[src/rtl/ysyx_25040129_ifu_fetch.sv]
// ----------------------------------------------------------------------------
// ysyx_25040129_ifu_fetch
//
// Instruction fetch stage. Owns the PC, issues one-word AXI-Lite reads to the
// ICACHE and holds the returned instruction for the decode stage under a
// valid/ready handshake. Redirects from EXU (branch/jump/trap) replace the PC
// and squash any in-flight fetch; fence.i is forwarded to the ICACHE and
// keeps the next request back for one idle cycle.
//
// Ports
//   clk, rst                          clock, synchronous active-high reset
//   redirect_valid, redirect_pc       one-cycle redirect pulse and target
//   fence_i_in                        fence.i pulse (coincides with redirect)
//   ifu_araddr/arvalid/arready        AR channel to ICACHE
//   ifu_rdata/rresp/rvalid/rready     R channel from ICACHE
//   fence_i                           flush request to ICACHE
//   inst_valid/inst_ready             handshake to IDU
//   inst, inst_pc, inst_fault         instruction, its PC, access fault flag
// ----------------------------------------------------------------------------
module ysyx_25040129_ifu_fetch #(
    parameter logic [31:0] RESET_PC = 32'h3000_0000
) (
    input  logic        clk,
    input  logic        rst,
    input  logic        redirect_valid,
    input  logic [31:0] redirect_pc,
    input  logic        fence_i_in,
    output logic [31:0] ifu_araddr,
    output logic        ifu_arvalid,
    input  logic        ifu_arready,
    input  logic [31:0] ifu_rdata,
    input  logic [1:0]  ifu_rresp,
    input  logic        ifu_rvalid,
    output logic        ifu_rready,
    output logic        fence_i,
    output logic        inst_valid,
    input  logic        inst_ready,
    output logic [31:0] inst,
    output logic [31:0] inst_pc,
    output logic        inst_fault
);

    localparam logic [1:0] StReq   = 2'd0;
    localparam logic [1:0] StWaitR = 2'd1;
    localparam logic [1:0] StOut   = 2'd2;

    logic [1:0]  state_q, state_d;
    logic [31:0] pc_q, pc_d;
    logic        drop_q, drop_d;
    logic        fence_pend_q, fence_pend_d;
    logic [31:0] inst_q, inst_d;
    logic [31:0] inst_pc_q, inst_pc_d;
    logic        inst_fault_q, inst_fault_d;
    logic        ar_hs;

    // Outputs are held low while reset is asserted.
    assign ifu_arvalid = !rst && (state_q == StReq) && !redirect_valid && !fence_pend_q;
    assign ifu_rready  = !rst && (state_q != StOut);
    assign ifu_araddr  = pc_q;
    assign fence_i     = fence_i_in;
    assign inst_valid  = !rst && (state_q == StOut);
    assign inst        = inst_q;
    assign inst_pc     = inst_pc_q;
    assign inst_fault  = inst_fault_q;

    assign ar_hs = ifu_arvalid && ifu_arready;

    always_comb begin
        state_d      = state_q;
        pc_d         = pc_q;
        drop_d       = drop_q;
        fence_pend_d = fence_pend_q;
        inst_d       = inst_q;
        inst_pc_d    = inst_pc_q;
        inst_fault_d = inst_fault_q;

        unique case (state_q)
            StReq: begin
                if (ar_hs) begin
                    if (ifu_rvalid) begin
                        // Cache hit: data arrives with the address handshake.
                        inst_d       = ifu_rdata;
                        inst_pc_d    = pc_q;
                        inst_fault_d = (ifu_rresp != 2'b00);
                        state_d      = StOut;
                    end else begin
                        state_d = StWaitR;
                    end
                end
            end
            StWaitR: begin
                if (ifu_rvalid) begin
                    drop_d = 1'b0;
                    if (drop_q || redirect_valid) begin
                        state_d = StReq;
                    end else begin
                        inst_d       = ifu_rdata;
                        inst_pc_d    = pc_q;
                        inst_fault_d = (ifu_rresp != 2'b00);
                        state_d      = StOut;
                    end
                end else if (redirect_valid) begin
                    // Response still owed by the cache; swallow it when it lands.
                    drop_d = 1'b1;
                end
            end
            StOut: begin
                if (redirect_valid) begin
                    state_d = StReq;
                end else if (inst_ready) begin
                    pc_d    = pc_q + 32'd4;
                    state_d = StReq;
                end
            end
            default: state_d = StReq;
        endcase

        if (redirect_valid) begin
            pc_d = redirect_pc;
        end

        // fence_pend survives until one full non-redirect cycle spent in REQ,
        // giving the cache an idle cycle to invalidate.
        if (fence_i_in) begin
            fence_pend_d = 1'b1;
        end else if (state_q == StReq && !redirect_valid) begin
            fence_pend_d = 1'b0;
        end
    end

    always_ff @(posedge clk) begin
        if (rst) begin
            state_q      <= StReq;
            pc_q         <= RESET_PC;
            drop_q       <= 1'b0;
            fence_pend_q <= 1'b0;
            inst_q       <= 32'd0;
            inst_pc_q    <= 32'd0;
            inst_fault_q <= 1'b0;
        end else begin
            state_q      <= state_d;
            pc_q         <= pc_d;
            drop_q       <= drop_d;
            fence_pend_q <= fence_pend_d;
            inst_q       <= inst_d;
            inst_pc_q    <= inst_pc_d;
            inst_fault_q <= inst_fault_d;
        end
    end

endmodule
[config.mk]
export PLATFORM = sky130hd
export DESIGN_NAME = ysyx_25040129_ifu_fetch
export DESIGN_NICKNAME = d
export VERILOG_FILES = /design/src/rtl/ysyx_25040129_ifu_fetch.sv
export SDC_FILE = /design/constraint.sdc
export NUM_CORES = 1
export LEC_CHECK = 0
export BUFFER_PORTS_ARGS = -buffer_cell sky130_fd_sc_hd__buf_2
export CAP_MARGIN = 30
export CORE_UTILIZATION = 48
export CTS_CLUSTER_DIAMETER = 30
export DETAILED_ROUTE_END_ITERATION = 7
export PLACE_DENSITY_LB_ADDON = 0.05
export SYNTH_ARGS = -nofsm -noshare
export SYNTH_HDL_FRONTEND = slang
export SYNTH_SLANG_ARGS = --single-unit
[constraint.sdc]
create_clock -name clk -period 2.05 [get_ports clk]
set_input_delay 0.1025 -clock clk [delete_from_list [all_inputs] [get_ports clk]]
set_output_delay 0.1025 -clock clk [all_outputs]
set_load 0.1 [all_outputs]
* Word-level counts from Yosys, hierarchy flattened
Index checks and enable logic that the tools add are counted.
** Word-level totals
- Flip-flop bits (word level) :: 101
- Bits in latches :: 0
- Bits in writable memories :: 0
- Bits in read-only memories :: 0
- Input bits :: 73
- Output and inout port bits :: 101
- Word-level logic and storage cells :: 67
- Memories kept :: 0
** Cells by class
- Add/subtract/negate cells :: 1
- Multiply operators :: 0
- Divide/modulo/power cells :: 0
- $lt $le $gt $ge :: 0
- Equality and inequality tests :: 8
- Shifts and indexed selects :: 0
- Multiplexer cells :: 29
- Bitwise gates (word level) :: 0
- Reduce and logical (&&, ||, !) cells :: 22
** Operators with widths (number)
- $mux 32 :: 11
- $pmux 32 s2 :: 2
- $add 32x3->32 const B :: 1
- $mux 2 :: 6
- $reduce_bool 2->1 :: 6
- $ne 2x2->1 const B :: 5
- $mux 1 :: 8
- $logic_and 1x1->1 :: 7
- $pmux 2 s3 :: 1
- $reduce_and 5->1 :: 1
- $reduce_and 2->1 :: 2
- $logic_not 1->1 :: 3
- $ne 3x3->1 const B :: 1
- $reduce_and 3->1 :: 1
- $eq 2x1->1 const B :: 1
- $eq 2x2->1 const B :: 1
- $logic_not 2->1 :: 1
- $pmux 1 s2 :: 1
- $logic_or 1x1->1 :: 1

* Logic depth before layout (Yosys ltp)
- Depth in word-level cells :: 7
- Gate-level depth with buffers :: 8
- Depth with buffers taken out :: 6

* Worst setup path after synthesis
No wires, ideal clock.
- Kind :: flip-flop to flip-flop
- Start :: register pc_q[10] (netlist: ifu_araddr[10])
- End :: register pc_q[31] (netlist: ifu_araddr[31])
- Library setup time :: 0.136 ns
- Data arrival time :: 2.498 ns
- Path slack :: -0.584 ns
- Stages on the path, launching flop included :: 7
- Path buffers :: 1
- Cell sequence :: dfxtp_1 > nand4_1 > or4_4 > buf_6 > nor3_1 > mux2i_1 > o32ai_2
** On the way
- Longest elaborated chain between the ends :: 4
** Ends and longest elaborated chain
- from (decl) :: line 48 : logic [31:0] pc_q, pc_d;
- from (signal assigned) :: line 142 : pc_q <= pc_d;
- $add 32x3->32 :: line 111 : pc_d = pc_q + 32'd4;
- $mux 32 :: line 110 : end else if (inst_ready) begin
- $mux 32 :: line 77 : unique case (state_q)
- $mux 32 :: line 118 : if (redirect_valid) begin
Every way passes these cells. The select of a mux whose other input is x is not followed.
A chain may end at the register's enable or synchronous reset.

* Worst setup path after layout
- Start :: register pc_q[10] (netlist: ifu_araddr[10])
- End :: register pc_q[23] (netlist: ifu_araddr[23])
Same word-level chain as after synthesis.

==> results.sh <==
export IMPL_status="finished clean"
export IMPL_synth_ff_type="dfxtp_1"
export IMPL_path_class="flip-flop to flip-flop"
export IMPL_syn_area_um2=4260
export IMPL_area_growth_pct=41.9
export IMPL_worst_setup_path_end_kind="flip-flop"
export IMPL_cp_cell_sequence="nand4_1, or4_4, nor4_1, xnor2_1, a211oi_1"
export IMPL_io_pins=174
export IMPL_worst_r2r_endpoint="ifu_araddr[23]"
export IMPL_viasPerCell=5.10
export IMPL_cp_buffers_inverters=0
export IMPL_grt_antenna_before_repair=0
export IMPL_htreeDepth=3
export IMPL_path_max_fanout=11
export IMPL_root_buffer="clkbuf_8"
export IMPL_fin_setup_tns_ns=0
export IMPL_num_vias=4321
export IMPL_synth_seq_cells=101
export IMPL_grt_start_max_net_pins=102
export IMPL_worstHoldPathType="input port to flip-flop"
export IMPL_die_area_um2=9260
export IMPL_drv_slew=0
export IMPL_hold_end="ifu_araddr[25]"
export IMPL_cts_buffers=9
export IMPL_post_cts_setup_buffer_count=0
export IMPL_numPortBuffers=173
export IMPL_avgRoutedWirePerCell_um=14.4
export IMPL_hpwl_um=7900
export IMPL_rows=34
export IMPL_die_h_um=96.3
export IMPL_fin_worst_skew_ns=0.0138
export IMPL_min_period_ns=1.93
export IMPL_clock_latency_ns=0.37
export IMPL_yosysWarningCount=0
export IMPL_path_depth=5
export IMPL_syn_nets=594
export IMPL_synth_cells=520
export IMPL_cts_tree="yes"
export IMPL_synth_edf_count=0
export IMPL_clockBufferDepth=2
export IMPL_core_um2=8680
export IMPL_overflow=0
export IMPL_setup_violations_final=0
export IMPL_worstHoldStart="redirect_pc[25]"
export IMPL_grt_pass1_wl_um=18500
export IMPL_ant_nets=0
export IMPL_drive_above_1_share_pct=33.2
export IMPL_drc=0
export IMPL_fin_hold_ws_ns=0.00284
export IMPL_diodes=0
export IMPL_cp_required_ns=2.34
export IMPL_p_per_area_nw_per_um2=698
export IMPL_ys_seq_area_share_pct=47.4
export IMPL_cts_resized=0
export IMPL_grt_pass1_vias=3908
export IMPL_slew_headroom_pct=65.4
export IMPL_tightest_slew_ns=0.523
export IMPL_wl_um=12300
export IMPL_rsz0062_at_grt="false"
export IMPL_async_flop_share_pct=0
export IMPL_critPathTopFamily="simple AND/OR/NAND/NOR gates"
export IMPL_synth_cell_type_count=46
export IMPL_hold_depth=3
export IMPL_rr_worst_depth=5
export IMPL_firstDrtPassIters=6
export IMPL_post_dp_cell_area_um2=5320
export IMPL_peakVddDrop_uv=390
export IMPL_slowest_delay_ns=0.64
export IMPL_dieWidth_um=96.3
export IMPL_r2r_start="ifu_araddr[10]"
export IMPL_r2r_slack_ns=0.12
export IMPL_cts_sinks=101
export IMPL_gp_congestion=0.836
export IMPL_start_kind="flip-flop"
export IMPL_nNetsFinal=809
export IMPL_drtIter0Drc=170
export IMPL_cp_arrival_ns=2.22
export IMPL_hold_buffers=55
export IMPL_post_route_period_util_pct=94.3
export IMPL_clkTransAtPathRegs_ns=0.10
export IMPL_maxCapViolCount=0
export IMPL_dpl_worst_slack_ns=0.147
export IMPL_worst_slack_ns=0.117
export IMPL_final_cell_area_um2=6050
export IMPL_finalHoldViolCount=0
export IMPL_avgSynthCellArea_um2=8.20
export IMPL_start_util_pct=49.1
export IMPL_groute_usage_overall_pct=26.2
export IMPL_leakagePower_nw=2.60
export IMPL_crit_slowest_cell="or4_4"
export IMPL_fmax_ghz=0.517
[cell families after synthesis]
kind of cell / after synthesis / synth area share, %
AO/OA/AOI/OAI: 103 / 13.8
buffers and inverters: 43 / 4.93
AND/OR/NAND/NOR: 237 / 26.2
multiplexers: 7 / 1.64
flip-flops: 101 / 47.4
XOR/XNOR: 28 / 5.75
adder cells (fa/ha/maj): 1 / 0.293
[state kept, by name, summed over array words and instances, names as in the netlist]
| signal | cells |
|---|---|
| ifu_araddr | 32 |
| inst | 32 |
| inst_pc | 32 |
| state_q | 2 |
| drop_q | 1 |
| fence_pend_q | 1 |
| inst_fault | 1 |
[stage by stage]
stage | util, % | power [mW] | std cells
after floorplan | - | 2.79 | 520
after global placement | 61.3 | 2.97 | 777
after detailed placement | 61.3 | 2.99 | 777
after CTS | 69.7 | 4.24 | 848
after global routing | 69.7 | 4.39 | 848
final | 69.7 | 4.22 | 848
[report_power, final]
group / switching, mW / internal [mW]
Clock: 0.717 / 0.481
Sequential: 0.0752 / 2.03
Combinational: 0.675 / 0.252
Total: 1.47 / 2.76
[worst max-delay path by stage]
stage | to | from | slack (ns)
2_1_floorplan | ifu_araddr[31] | ifu_araddr[10] | -0.005
3_3_place_gp | ifu_araddr[23] | ifu_araddr[10] | 0.21
3_5_place_dp | ifu_araddr[23] | ifu_araddr[10] | 0.15
4_1_cts | ifu_araddr[23] | ifu_araddr[10] | 0.12
5_1_grt | ifu_araddr[23] | ifu_araddr[10] | 0.02
6_report | ifu_araddr[23] | ifu_araddr[10] | 0.12
[per-layer routing]
metal,track usage [%],wire (um),up-vias
li1,-,-,2180
met1,32.5,5240,1973
met2,43.6,5930,143
met3,6.00,745,25
met4,11.1,343,0
met5,0,0,-
[final cells by class]
class | count | area, um2
Clock inverter | 6 | 46.3
Inverter | 6 | 22.5
Multi-Input combinational cell | 376 | 2050
Clock buffer | 10 | 138
Fill cell | 771 | 2630
Timing Repair Buffer | 241 | 1580
Sequential cell | 101 | 2080
Tap cell | 108 | 135
[worst register-to-register path, delay by kind of cell (launching register included)]
kind | cells | cell delay, ns
flops | 1 | 0.39
compound gates | 1 | 0.22
xor+xnor | 1 | 0.10
simple gates | 3 | 1.14
[cell usage in the layout, fill, tap and decap left out, types with 2 or more instances in the layout]
| cell type | synthesis | final |
|---|---|---|
| clkbuf_8 | 1 | 10 |
| and4_1 | 2 | 2 |
| mux2i_1 | 7 | 7 |
| buf_2 | 5 | 172 |
| buf_12 | 0 | 5 |
| dfxtp_4 | 0 | 11 |
| a211oi_1 | 16 | 16 |
| o21ai_0 | 4 | 3 |
| dfxtp_1 | 101 | 75 |
| a21oi_1 | 75 | 74 |
| nand3_1 | 11 | 11 |
| dlygate4sd3_1 | 0 | 55 |
| inv_1 | 5 | 5 |
| nand4_1 | 7 | 7 |
| buf_4 | 1 | 9 |
| nor4_4 | 2 | 2 |
| nor4_2 | 3 | 3 |
| dfxtp_2 | 0 | 15 |
| and3_1 | 5 | 5 |
| o21a_1 | 3 | 2 |
| nor2_1 | 36 | 36 |
| nand2_1 | 143 | 143 |
| clkinvlp_4 | 0 | 2 |
| clkinv_4 | 0 | 2 |
| xor2_1 | 10 | 10 |
| nor4_1 | 6 | 6 |
| xnor2_1 | 18 | 18 |
| nor3_1 | 10 | 10 |
[cell usage after synthesis (all sizes together), types with 7 or more instances]
library cell	instances	area share [%]
xnor2	18	3.7
nand2	143	13
buf	15	1.9
dfxtp	101	47
clkbuf	20	2.0
nor3	11	1.4
a21oi	75	8.8
a211oi	17	3.1
nand3	12	1.5
nor4	11	2.8
nand4	8	1.5
xor2	10	2.1
nor2	36	3.2
mux2i	7	1.6
Power figures use the tool's default switching activity.
